<file path="config.mk">
export PLATFORM = sky130hd
export DESIGN_NAME = lsu_ctrl
export DESIGN_NICKNAME = d
export VERILOG_FILES = /design/src/rtl/lsu_pkg.sv /design/src/rtl/lsu_align.sv /design/src/rtl/lsu_ctrl.sv
export SDC_FILE = /design/constraint.sdc
export NUM_CORES = 1
export LEC_CHECK = 0
export ABC_CLOCK_PERIOD_IN_PS = 2400
export BUFFER_PORTS_ARGS = -buffer_cell sky130_fd_sc_hd__buf_2
export CORE_MARGIN = 4
export CORE_UTILIZATION = 30
export CTS_BUF_LIST = sky130_fd_sc_hd__clkbuf_16
export DETAILED_ROUTE_END_ITERATION = 12
export PLACE_DENSITY_LB_ADDON = 0.3
export SLEW_MARGIN = 20
export SYNTH_ARGS = -nofsm -noshare
export SYNTH_HDL_FRONTEND = slang
export SYNTH_SLANG_ARGS = --single-unit
</file>
<file path="constraint.sdc">
create_clock -name i_CLK -period 2.4 [get_ports i_CLK]
set_input_delay 0.36 -clock i_CLK [delete_from_list [all_inputs] [get_ports i_CLK]]
set_output_delay 0.36 -clock i_CLK [all_outputs]
set_load 0.05 [all_outputs]
</file>
<file path="src/rtl/lsu_pkg.sv">
// lsu_pkg: shared encodings for the load/store controller and its alignment helper.
//   SZ_*          access size encodings carried on HB
//   FC_*          fault cause codes reported on o_FAULT_CAUSE
//   state_t       controller FSM state encoding
//   BUS_ADDR_MASK strips the region nibble before the address goes onto the bus
package lsu_pkg;
    localparam logic [1:0] SZ_BYTE = 2'b00;
    localparam logic [1:0] SZ_HALF = 2'b01;
    localparam logic [1:0] SZ_WORD = 2'b10;
    localparam logic [1:0] FC_NONE    = 2'b00;
    localparam logic [1:0] FC_ALIGN   = 2'b01;
    localparam logic [1:0] FC_UNMAP   = 2'b10;
    localparam logic [1:0] FC_TIMEOUT = 2'b11;
    localparam logic [31:0] BUS_ADDR_MASK = 32'h0FFF_FFFF;
    typedef enum logic [2:0] {S_IDLE, S_REQ, S_DATA, S_DONE, S_FAULT} state_t;
endpackage

</file>
<file path="src/rtl/lsu_align.sv">
// lsu_align: combinational byte-enable generation, store lane replication and load extract/extend.
//   addr_i   low address bits selecting the lane
//   hb_i     access size (SZ_BYTE/HALF/WORD; 11 gives zero enables)
//   uns_i    zero-extend loads when 1
//   wdata_i  LSB-aligned store data      -> wdata_o lane-replicated store data
//   rdata_i  raw bus word                -> rdata_o aligned, extended load data
//   be_o     byte enables
module lsu_align
    import lsu_pkg::*;
(
    input  logic [1:0]  addr_i,
    input  logic [1:0]  hb_i,
    input  logic        uns_i,
    input  logic [31:0] wdata_i,
    input  logic [31:0] rdata_i,
    output logic [3:0]  be_o,
    output logic [31:0] wdata_o,
    output logic [31:0] rdata_o
);
    logic [31:0] sh;
    // aligned halves have addr_i[0]=0, so one byte-granular shift serves both sizes
    assign sh = rdata_i >> {addr_i, 3'b000};
    assign be_o = hb_i == SZ_BYTE ? 4'b0001 << addr_i :
                  hb_i == SZ_HALF ? 4'b0011 << {addr_i[1], 1'b0} :
                  hb_i == SZ_WORD ? 4'b1111 : 4'b0000;
    assign wdata_o = hb_i == SZ_BYTE ? {4{wdata_i[7:0]}} :
                     hb_i == SZ_HALF ? {2{wdata_i[15:0]}} : wdata_i;
    assign rdata_o = hb_i == SZ_BYTE ? {{24{~uns_i & sh[7]}}, sh[7:0]} :
                     hb_i == SZ_HALF ? {{16{~uns_i & sh[15]}}, sh[15:0]} : rdata_i;
endmodule

</file>
<file path="src/rtl/lsu_ctrl.sv">
// lsu_ctrl: registered load/store controller between the core memory stage and the system bus.
//   Core side: i_WDATA, i_ADDR, i_WE, i_RE, i_HB, i_UNSIGNED in;
//              o_RDATA, o_STALL, o_DONE, o_FAULT, o_FAULT_CAUSE out.
//   Bus side:  o_BUS_WDATA, o_BUS_ADDR, o_BUS_WE, o_BUS_HB, o_BUS_BE, o_BUS_CE, o_BUS_REQ out;
//              i_BUS_RDATA, i_BUS_GNT in.
//   Bus outputs are only non-zero while a request is outstanding.
module lsu_ctrl
    import lsu_pkg::*;
#(
    parameter int N_CE        = 8,
    parameter int REGION_SPAN = 2,
    parameter int TIMEOUT     = 15
) (
    input  logic            i_CLK,
    input  logic            i_RST_N,
    input  logic [31:0]     i_WDATA,
    input  logic [31:0]     i_ADDR,
    input  logic            i_WE,
    input  logic            i_RE,
    input  logic [1:0]      i_HB,
    input  logic            i_UNSIGNED,
    output logic [31:0]     o_RDATA,
    output logic            o_STALL,
    output logic            o_DONE,
    output logic            o_FAULT,
    output logic [1:0]      o_FAULT_CAUSE,
    input  logic [31:0]     i_BUS_RDATA,
    output logic [31:0]     o_BUS_WDATA,
    output logic [31:0]     o_BUS_ADDR,
    output logic            o_BUS_WE,
    output logic [1:0]      o_BUS_HB,
    output logic [3:0]      o_BUS_BE,
    output logic [N_CE-1:0] o_BUS_CE,
    output logic            o_BUS_REQ,
    input  logic            i_BUS_GNT
);
    localparam int CW = TIMEOUT > 0 ? $clog2(TIMEOUT + 1) : 1;
    localparam int RS = $clog2(REGION_SPAN);

    state_t          st_q, st_d;
    logic [31:0]     addr_q, addr_d, wdata_q, wdata_d, rdata_q, rdata_d;
    logic [1:0]      hb_q, hb_d, cause_q, cause_d;
    logic            we_q, we_d, uns_q, uns_d;
    logic [N_CE-1:0] ce_q, ce_d;
    logic [CW-1:0]   cnt_q, cnt_d;

    logic [3:0]  idx, be;
    logic        mapped, bad, in_req;
    logic [31:0] wrep, rext;

    assign idx    = i_ADDR[31:28] >> RS;
    assign mapped = 32'(idx) < N_CE;
    assign bad    = (i_HB == SZ_HALF && i_ADDR[0]) || (i_HB == SZ_WORD && i_ADDR[1:0] != 2'b00) ||
                    i_HB == 2'b11 || (i_WE && i_RE);

    lsu_align u_align (
        .addr_i  (addr_q[1:0]),
        .hb_i    (hb_q),
        .uns_i   (uns_q),
        .wdata_i (wdata_q),
        .rdata_i (i_BUS_RDATA),
        .be_o    (be),
        .wdata_o (wrep),
        .rdata_o (rext)
    );

    always_ff @(posedge i_CLK or negedge i_RST_N) begin
        if (!i_RST_N) begin
            st_q    <= S_IDLE;
            addr_q  <= '0;
            wdata_q <= '0;
            rdata_q <= '0;
            hb_q    <= '0;
            cause_q <= FC_NONE;
            we_q    <= 1'b0;
            uns_q   <= 1'b0;
            ce_q    <= '0;
            cnt_q   <= '0;
        end else begin
            st_q    <= st_d;
            addr_q  <= addr_d;
            wdata_q <= wdata_d;
            rdata_q <= rdata_d;
            hb_q    <= hb_d;
            cause_q <= cause_d;
            we_q    <= we_d;
            uns_q   <= uns_d;
            ce_q    <= ce_d;
            cnt_q   <= cnt_d;
        end
    end

    always_comb begin
        st_d    = st_q;
        addr_d  = addr_q;
        wdata_d = wdata_q;
        rdata_d = rdata_q;
        hb_d    = hb_q;
        cause_d = cause_q;
        we_d    = we_q;
        uns_d   = uns_q;
        ce_d    = ce_q;
        cnt_d   = cnt_q;
        unique case (st_q)
            S_IDLE: if (i_WE || i_RE) begin
                addr_d  = i_ADDR;
                wdata_d = i_WDATA;
                hb_d    = i_HB;
                we_d    = i_WE;
                uns_d   = i_UNSIGNED;
                ce_d    = mapped ? N_CE'(1) << idx : '0;
                cnt_d   = '0;
                // stores report zero read data, so clear the stale load result here
                rdata_d = '0;
                st_d    = bad || !mapped ? S_FAULT : S_REQ;
                cause_d = bad ? FC_ALIGN : FC_UNMAP;
            end
            S_REQ: begin
                cnt_d = 32'(cnt_q) < TIMEOUT ? cnt_q + CW'(1) : cnt_q;
                // grant is checked first so it wins over a coincident timeout
                if (i_BUS_GNT) begin
                    st_d = we_q ? S_DONE : S_DATA;
                end else if (TIMEOUT > 0 && 32'(cnt_q) == TIMEOUT - 1) begin
                    st_d    = S_FAULT;
                    cause_d = FC_TIMEOUT;
                end
            end
            S_DATA: begin
                rdata_d = rext;
                st_d    = S_DONE;
            end
            S_DONE:  st_d = S_IDLE;
            S_FAULT: st_d = S_IDLE;
            default: st_d = S_IDLE;
        endcase
    end

    assign in_req        = st_q == S_REQ;
    assign o_STALL       = st_q == S_IDLE ? (i_WE | i_RE) : (in_req || st_q == S_DATA);
    assign o_DONE        = st_q == S_DONE;
    assign o_FAULT       = st_q == S_FAULT;
    assign o_FAULT_CAUSE = o_FAULT ? cause_q : FC_NONE;
    assign o_RDATA       = o_DONE ? rdata_q : '0;
    assign o_BUS_REQ     = in_req;
    assign o_BUS_CE      = in_req ? ce_q : '0;
    assign o_BUS_WE      = in_req & we_q;
    assign o_BUS_HB      = in_req ? hb_q : 2'b00;
    assign o_BUS_BE      = in_req ? be : 4'b0000;
    assign o_BUS_WDATA   = in_req ? wrep : '0;
    assign o_BUS_ADDR    = in_req ? (addr_q & BUS_ADDR_MASK) : '0;
endmodule
</file>
# Word-level counts from Yosys, hierarchy flattened
# Index checks and enable logic that the tools add are counted.
word_totals:
  register_bits: 113
  input_bits: 104
  out_inout_bits: 117
  word_cells: 89
op_classes:
  addsub: 1
  magnitude_cmp: 2
  eq_ne: 15
  n_shift: 4
  mux: 32
  bitwise_logic: 5
  reduce_logical: 20
ops:
  columns: ["cell", "n"]
  rows:
  - ["$mux W32", 7]
  - ["$pmux W32 S2", 1]
  - ["$shr A32 B5 Y16", 1]
  - ["$mux W28", 1]
  - ["$mux W4", 6]
  - ["$mux W8", 2]
  - ["$mux W2", 6]
  - ["$mux W3", 4]
  - ["$pmux W3 S3", 1]
  - ["$pmux W4 S2", 1]
  - ["$shl A1 B3 Y8 const A", 1]
  - ["$eq A2 B2 Y1 const B", 3]
  - ["$eq A3 B2 Y1 const B", 2]
  - ["$logic_or A1 B1 Y1", 6]
  - ["$reduce_and A2 Y1", 3]
  - ["$reduce_bool A2 Y1", 3]
  - ["$add A4 B1 Y4 const B", 1]
  - ["$eq A2 B1 Y1 const B", 2]
  - ["$eq A4 B4 Y1 const B", 1]
  - ["$lt A3 B4 Y1 const B", 1]
  - ["$lt A4 B4 Y1 const B", 1]
  - ["$ne A2 B1 Y1 const B", 2]
  - ["$ne A2 B2 Y1 const B", 2]
  - ["$pmux W2 S2", 1]
  - ["15 further kinds", 20]

# Longest topological paths before layout
# Gate-level depths: netlist of run 1.
depth:
  word_depth: 9
  ltp_mapped: 7
  depth_no_buf: 6

# By module
# From an unflattened synthesis of run 1, not the netlist that was laid out.
unflattened:
  hier_cells: 704
  area_unflattened_um2: 6869.1
modules_own_cells:
  columns: ["mod", "instances", "cells_each", "area_per_inst_um2", "seq_area_each_um2"]
  rows:
  - ["lsu_ctrl", 1, 494, 5582.9, 2827.7]
  - ["lsu_align", 1, 210, 1286.2, 0.0]

# Worst setup path before layout of run 1
# OpenSTA, ideal clock, no wires.
synth_timing:
  kind: "register to output"
  from: "reg st_q[2]"
  to: "out o_BUS_ADDR[19]"
  arrival_ps: 2266
  t_required_ps: 2040
  slack_ps: -226
  stages_incl_launch_ff: 6
  n_path_buf: 2
  path_cell_list: "dfrtp_1 clkbuf_1 or3b_2 inv_1 clkbuf_1 and2_1"
synth_between:
  elab_chain_len: 2
synth_rtl:
  columns: ["item", "line_no", "rtl"]
  rows:
  - ["start, declared", "lsu_ctrl.sv:40", "state_t st_q, st_d;"]
  - ["start signal, assigned", "lsu_ctrl.sv:80", "st_q <= st_d;"]
  - ["$eq A3 B1 Y1", "lsu_ctrl.sv:138", "assign in_req = st_q == S_REQ;"]
  - ["via o_BUS_REQ", "lsu_ctrl.sv:34", "output logic o_BUS_REQ,"]
  - ["$mux W28", "lsu_ctrl.sv:150", "assign o_BUS_ADDR = in_req ? (addr_q & BUS_ADDR_MASK) : '0;"]
  - ["end, declared", "lsu_ctrl.sv:29", "output logic [31:0] o_BUS_ADDR,"]
# The timed path passes the listed nets, and every way through them passes these cells.

# Worst setup path after layout of run 1
layout_timing:
  from: "reg st_q[2]"
  to: "out o_BUS_CE[6]"
layout_between:
  elab_chain_len: 2
layout_rtl:
  columns: ["item", "line_no", "rtl"]
  rows:
  - ["$eq A3 B1 Y1", "lsu_ctrl.sv:138", null]
  - ["$mux W8", "lsu_ctrl.sv:145", "assign o_BUS_CE = in_req ? ce_q : '0;"]
  - ["end, declared", "lsu_ctrl.sv:33", "output logic [N_CE-1:0] o_BUS_CE,"]
# Every way passes these cells.

==> results of run 1 <==
-- critical path, cell delays in order, from the launching register on --
cell	delay, ns
dfrtp_1	0.37
or3b_2	0.52
inv_4	0.12
buf_12	0.17
and2_1	0.16
buf_4	0.20
-- cell usage after synthesis, types with 4 or more instances --
cell type  instances  area share [%]
nand2_1          232              14
dfrtp_1          113              46
and2_1            78             7.9
nor2_1            55             3.4
clkbuf_1          42             2.6
a21oi_1           38             3.1
mux2i_1           29             4.7
o21ai_0           23             1.9
a22o_1            15             2.1
a221o_2           10             1.8
a31oi_1            9            0.92
a221oi_1           8             1.1
buf_2              7            0.57
inv_1              7            0.43
mux2_2             7             1.3
a221o_1            6            0.98
buf_1              5            0.31
nand3_1            5            0.41
buf_4              4            0.49
nand2b_1           4            0.41
nor2b_1            4            0.41
o41ai_1            4            0.57
-- kinds of logic after synthesis --
group                    after synthesis  synth area share [%]
AO/OA/AOI/OAI                        123                 13.85
XOR/XNOR                               2                0.2852
adder cells (fa/ha/maj)                2                0.4073
buffers and inverters                 67                 4.725
flip-flops                           113                 46.03
multiplexers                          37                 6.375
other                                  1               0.06104
AND/OR/NAND/NOR                      390                 28.27
-- flip-flops by register name, indices dropped and copies added, names as in the netlist --
register,flops
rdata_q,32
wdata_q,32
addr_q,28
ce_q,8
cnt_q,4
st_q,3
cause_q,2
hb_q,2
uns_q,1
we_q,1
-- layout by cell type (no fill, tap or decap), types with 4 or more instances in the layout --
master | synthesis | final
a21oi_1 | 38 | 35
a221o_1 | 6 | 6
a221o_2 | 10 | 10
a221oi_1 | 8 | 8
a22o_1 | 15 | 15
a31oi_1 | 9 | 9
and2_1 | 78 | 78
buf_12 | 0 | 7
buf_2 | 7 | 161
buf_4 | 4 | 68
clkbuf_16 | 0 | 17
clkinvlp_4 | 0 | 5
conb_1 | 1 | 4
dfrtp_1 | 113 | 112
inv_1 | 7 | 6
mux2_2 | 7 | 7
mux2i_1 | 29 | 29
nand2_1 | 232 | 232
nand2b_1 | 4 | 4
nand3_1 | 5 | 5
nor2_1 | 55 | 34
nor2_2 | 0 | 21
o21ai_0 | 23 | 22
o41ai_1 | 4 | 4
-- layer usage --
layer / vias to the layer above / share of wire, %
li1: 2847 / -
met1: 2772 / 44
met4: 2 / 1.0
met3: 15 / 7.1
met5: - / 0.061
met2: 201 / 48
-- what timing repair did --
item                                    in CTS  in global routing
gates resized for setup                     54                  3
buffers inserted                             0                  0
hold buffers                                 1                  0
endpoints found under the hold margin       31                  0
endpoints found under the setup margin      54                 22
-- metrics by stage --
| step | hold WS, ns | power, mW | instances |
|---|---|---|---|
| 3_3_place_gp | 0.3551 | 9.397 | 1188 |
| 4_1_cts | 0.1088 | 12.19 | 1221 |
| 5_1_grt | 0.1215 | 12.96 | 1221 |
| 6_report | 0.1312 | 12.04 | 1222 |
| 2_1_floorplan | 0.06441 | 7.690 | 738 |
| 3_5_place_dp | 0.3538 | 9.469 | 1188 |
-- power by group --
part / switching [mW] / total, mW / internal [mW]
logic: 4.06 / 6.16 / 2.11
clock network: 0.967 / 2.50 / 1.54
registers: 0.579 / 3.37 / 2.79
-- path summary, 6_finish.rpt --
check,from,cells after the start,endpoint
max,st_q[2],5,o_BUS_CE[6]
min,i_ADDR[12],3,addr_q[12]
max reg2reg,addr_q[1],4,rdata_q[15]
min reg2reg,ce_q[1],2,ce_q[1]
max in group asynchronous,i_RST_N,3,wdata_q[24]
min in group asynchronous,i_RST_N,2,rdata_q[4]
-- layout make-up --
cell class              count  area share (%)
flip-flops and latches    113           33.65
diodes                      1         0.02976
repair buffers            241           17.89
inverters                   7          0.3423
multi-input cells         558           37.10
well taps                 270           4.018
clock inverters            15           1.920
clock buffers              17           5.060
==> metrics.yaml, run 1 <==
power_and_ir_drop:
  p_leak_nw: 4.390
  p_per_area_mw_per_mm2: 1432
  irDropWorstVdd_mv: 0.5784
logic_synthesis:
  synth_edf_count: 0
  syn_area_per_cell_um2: 8.358
  async_reset_ff_share_pct: 100.0
  synth_flop_cell: "dfrtp_1"
  synth_seq_cells: 113
  syn_inst: 735
  ys_seq_area_share_pct: 46.03
  synth.distinct_cells: 44
  synth_warnings: 0
  netlist_area_mm2: 0.006143
clock_tree:
  cts_made_buffers: 17
  cts_tree: "done"
  clk_pin_slew_worst_paths_ns: 0.06
  root_buffer: "clkbuf_16"
  htreeDepth: 4
  insertion_delay_ns: 0.41
  cts_buffer_depth: 2
  numClockSinks: 113
sta:
  setup_slack_ns: 0.07282
  finalSetupViolations: 0
  drv_slew: 0
  finalHoldViolations: 0
  period_share_pct: 96.97
  skew_ns: 0.01617
  slew-limit-headroom_pct: 30.02
  tns_ns: 0
  worst_pin_slew_ns: 1.046
  period_minus_slack_ns: 2.327
  fmax_mhz: 429.7
  rsz0062_at_grt: "no"
place:
  pre_cts_slack_ns: 0.2017
  port_buffers: 215
  hpwl_um: 13730
  placed_cell_area_mm2: 0.007661
  routabilityCongestion: 0.7977
floorplan:
  die_h_um: 151.1
  coreArea_mm2: 0.02017
  dieWidth_um: 151.1
  floorplan.initialDensity_pct: 30.46
  rows: 52
  ios: 221
  die_area_mm2: 0.02283
finish:
  fin_area_mm2: 0.008408
  fill_cells: 2088
  drive_gt1_share_pct: 33.75
  seqCellArea_mm2: 0.002829
  syn_to_final_growth_pct: 36.86
  fin_util_pct: 41.69
  nets: 1044
  multi_input_area_mm2: 0.003119
global_routing:
  grt_pass1_wl_um: 30780
  grt_overflow_total: 0
  grt.busiest_layer: "met2"
  grt_use_met2_pct: 28.20
  grt_max_degree: 72
  use_met1_pct: 22.73
  met3_usage_pct: 4.967
  grt.total_usage_pct: 17.30
  grt_pass1_vias: 5685
  antenna_found_initial: 1
critical_path:
  reg2reg_slack_ns: 0.47
  worstSetupPathType: "reg -> out"
  arrival_ns: 1.97
  required_ns: 2.04
  cp-start-kind: "register"
  critical_path_peak_fanout: 33
  worst_setup_path_end_kind: "primary output"
worst_hold_path:
  hold_path.class: "in -> reg"
routing:
  vias: 5837
  wirelength_um: 19620
  wl_per_cell_um: 16.06
  first_pass_iters: 6
  drc_errors: 0
  drt_iter0_drc: 291
  ant_nets: 0
  viasPerCell: 4.777
run_status:
  status: "completed"
job:
  cap_violations: 0
No activity file was read; power rests on OpenSTA's default activity.
==> inputs of run 2 (changes only) <==
--- a/config.mk
+++ b/config.mk
@@ -8,4 +8,5 @@
 export ABC_CLOCK_PERIOD_IN_PS = 2400
 export BUFFER_PORTS_ARGS = -buffer_cell sky130_fd_sc_hd__buf_2
+export CORE_ASPECT_RATIO = 1.2
 export CORE_MARGIN = 4
 export CORE_UTILIZATION = 30
==> constraint.sdc (replaced) <==
create_clock -name i_CLK -period 2.4 [get_ports i_CLK]
set_input_delay 0.6 -clock i_CLK [delete_from_list [all_inputs] [get_ports i_CLK]]
set_output_delay 0.6 -clock i_CLK [all_outputs]
set_load 0.05 [all_outputs]
==> run 2 against run 1 <==
Net effect:
- the run now ends with setup timing left
- clock-buffer cell count stayed put
- via count increased by 2.4%
- sequential power increased by 2%
- clock power rose by 7%
- global-route usage rose by 0.64 points
- die area about the same
- non-clock buffer count increased by 15
- critical path depth fell by 1
- hold slack better by 0.24 ns
- fmax fell by 6.2%
- register-to-register slack got worse by 0.05 ns
==> metrics.yaml, run 2 (synthesis gave the netlist of run 1 again) <==
finish:
  reg_top3: "rdata_q x32, wdata_q x32, addr_q x28"
  fin_cells: 1231
  syn_to_final_growth_pct: 55.21
  seqCellArea_mm2: 0.002829
  drive_gt1_share_pct: 40.68
  diodes: 0
  fin_area_mm2: 0.009535
  fill_cells: 1936
  final_common_cell: "nand2_1"
  nets: 1059
  multi_input_area_mm2: 0.003395
  final_cell_mix: "nand2_1 (231), dfrtp_1 (112), buf_2 (106), buf_6 (55), buf_4 (48)"
clock_tree:
  cts_tree: "done"
  root_buffer: "clkbuf_16"
  htreeDepth: 4
  insertion_delay_ns: 0.42
  cts_made_buffers: 17
  cts_buffer_depth: 2
  numClockSinks: 113
  clk_pin_slew_worst_paths_ns: 0.06
global_routing:
  grt.total_usage_pct: 17.93
  antenna_found_initial: 0
  grt_overflow_total: 0
  grt_max_degree: 107
  grt_pass1_vias: 6094
  grt_pass1_wl_um: 32610
routing:
  first_pass_iters: 5
  ant_nets: 0
  wl_per_cell_um: 17.09
  viasPerCell: 4.855
  wirelength_um: 21040
  vias: 5977
  drt_iter0_drc: 290
  drc_errors: 0
sta:
  finalHoldViolations: 0
  skew_ns: 0.009510
  finalSetupViolations: 53
  rsz0062_at_grt: "yes"
  setup_slack_ns: -0.08103
  holdWs_ns: 0.3685
  period_share_pct: 103.4
  drv_slew: 0
  slew-limit-headroom_pct: 58.07
  period_minus_slack_ns: 2.481
  worst_pin_slew_ns: 0.6289
  fmax_mhz: 403.1
power_and_ir_drop:
  power_mw: 13.39
  p_leak_nw: 4.697
  p_per_area_mw_per_mm2: 1404
  irDropWorstVdd_mv: 0.6707
critical_path:
  crit_chain: "or3b_4 -> buf_12 -> a21oi_2 -> buf_12"
  cpPeakStageDelay_ns: 0.46
  reg2reg_depth: 5
  arrival_ns: 1.88
  critical_path_peak_fanout: 27
  cp-start-kind: "register"
  cp_common_cell: "buf_12"
  required_ns: 1.80
  crit_slowest_cell: "or3b_4"
  worst_setup_path_end_kind: "primary output"
  worstSetupPathType: "reg -> out"
job:
  cap_violations: 0
floorplan:
  die_h_um: 164.8
  ios: 221
  floorplan.initialDensity_pct: 30.44
  die_area_mm2: 0.02284
  rows: 57
  coreArea_mm2: 0.02018
  dieWidth_um: 138.6
place:
  pre_cts_slack_ns: 0.04857
  placed_cell_area_mm2: 0.007965
  routabilityCongestion: 0.7878
  port_buffers: 215
  placedCellCount: 1190
  hpwl_um: 14070
worst_hold_path:
  whs_path_depth: 3
  hold_path.class: "in -> reg"
run_status:
  violations: "setup timing"
  status: "finished with violations"
-- run 2: critical path, delay by kind of cell, from the launching register on --
family / cells / cell delay (ns)
buf+inv: 2 / 0.38
flops: 1 / 0.37
compound gates: 1 / 0.21
simple gates: 1 / 0.46
-- run 2: report_power, final --
group | switching [mW] | internal [mW] | leakage, nW
clock network | 0.946 | 1.73 | 0.302
registers | 0.651 | 2.79 | 1.44
logic | 4.46 | 2.81 | 2.96
-- run 2: through the flow --
step | util [%] | TNS [ns]
2_1_floorplan | - | -1.454
3_3_place_gp | 39.46 | 0
3_5_place_dp | 39.46 | 0
4_1_cts | 45.00 | -3.430
5_1_grt | 47.24 | -7.246
6_report | 47.24 | -1.872
-- run 2: repair_timing --
item | 4_1_cts | 5_1_grt
gates cloned | 1 | 4
hold endpoints to repair | 7 | 0
setup endpoints to repair | 107 | 108
buffers inserted | 0 | 4
hold buffers | 1 | 0
pin swaps | 0 | 3
resized for setup | 152 | 133
-- run 2: layout make-up --
cell class / instances / area share, %
well taps: 265 / 3.477
repair buffers: 256 / 24.42
flip-flops and latches: 113 / 29.67
inverters: 7 / 0.3543
multi-input cells: 558 / 35.60
clock buffers: 17 / 4.461
clock inverters: 15 / 2.021
-- run 2: layer usage --
| metal | GRT usage [%] | part of all wire, % | up-vias |
|---|---|---|---|
| li1 | - | - | 2887 |
| met5 | 0 | 0 | - |
| met2 | 31.19 | 52 | 189 |
| met3 | 5.039 | 6.7 | 22 |
| met4 | 5.649 | 1.6 | 0 |
| met1 | 21.69 | 40 | 2879 |
-- run 2: path summary, 6_finish.rpt --
path / from / end / slack (ns)
worst max register to register: st_q[0] / rdata_q[15] / 0.42
worst min-delay path: i_ADDR[13] / addr_q[13] / 0.37
worst max-delay path: st_q[2] / o_BUS_WDATA[10] / -0.08
min in group asynchronous: i_RST_N / addr_q[10] / 0.54
max in group asynchronous: i_RST_N / rdata_q[18] / 1.02
worst min register to register: addr_q[17] / addr_q[17] / 0.47
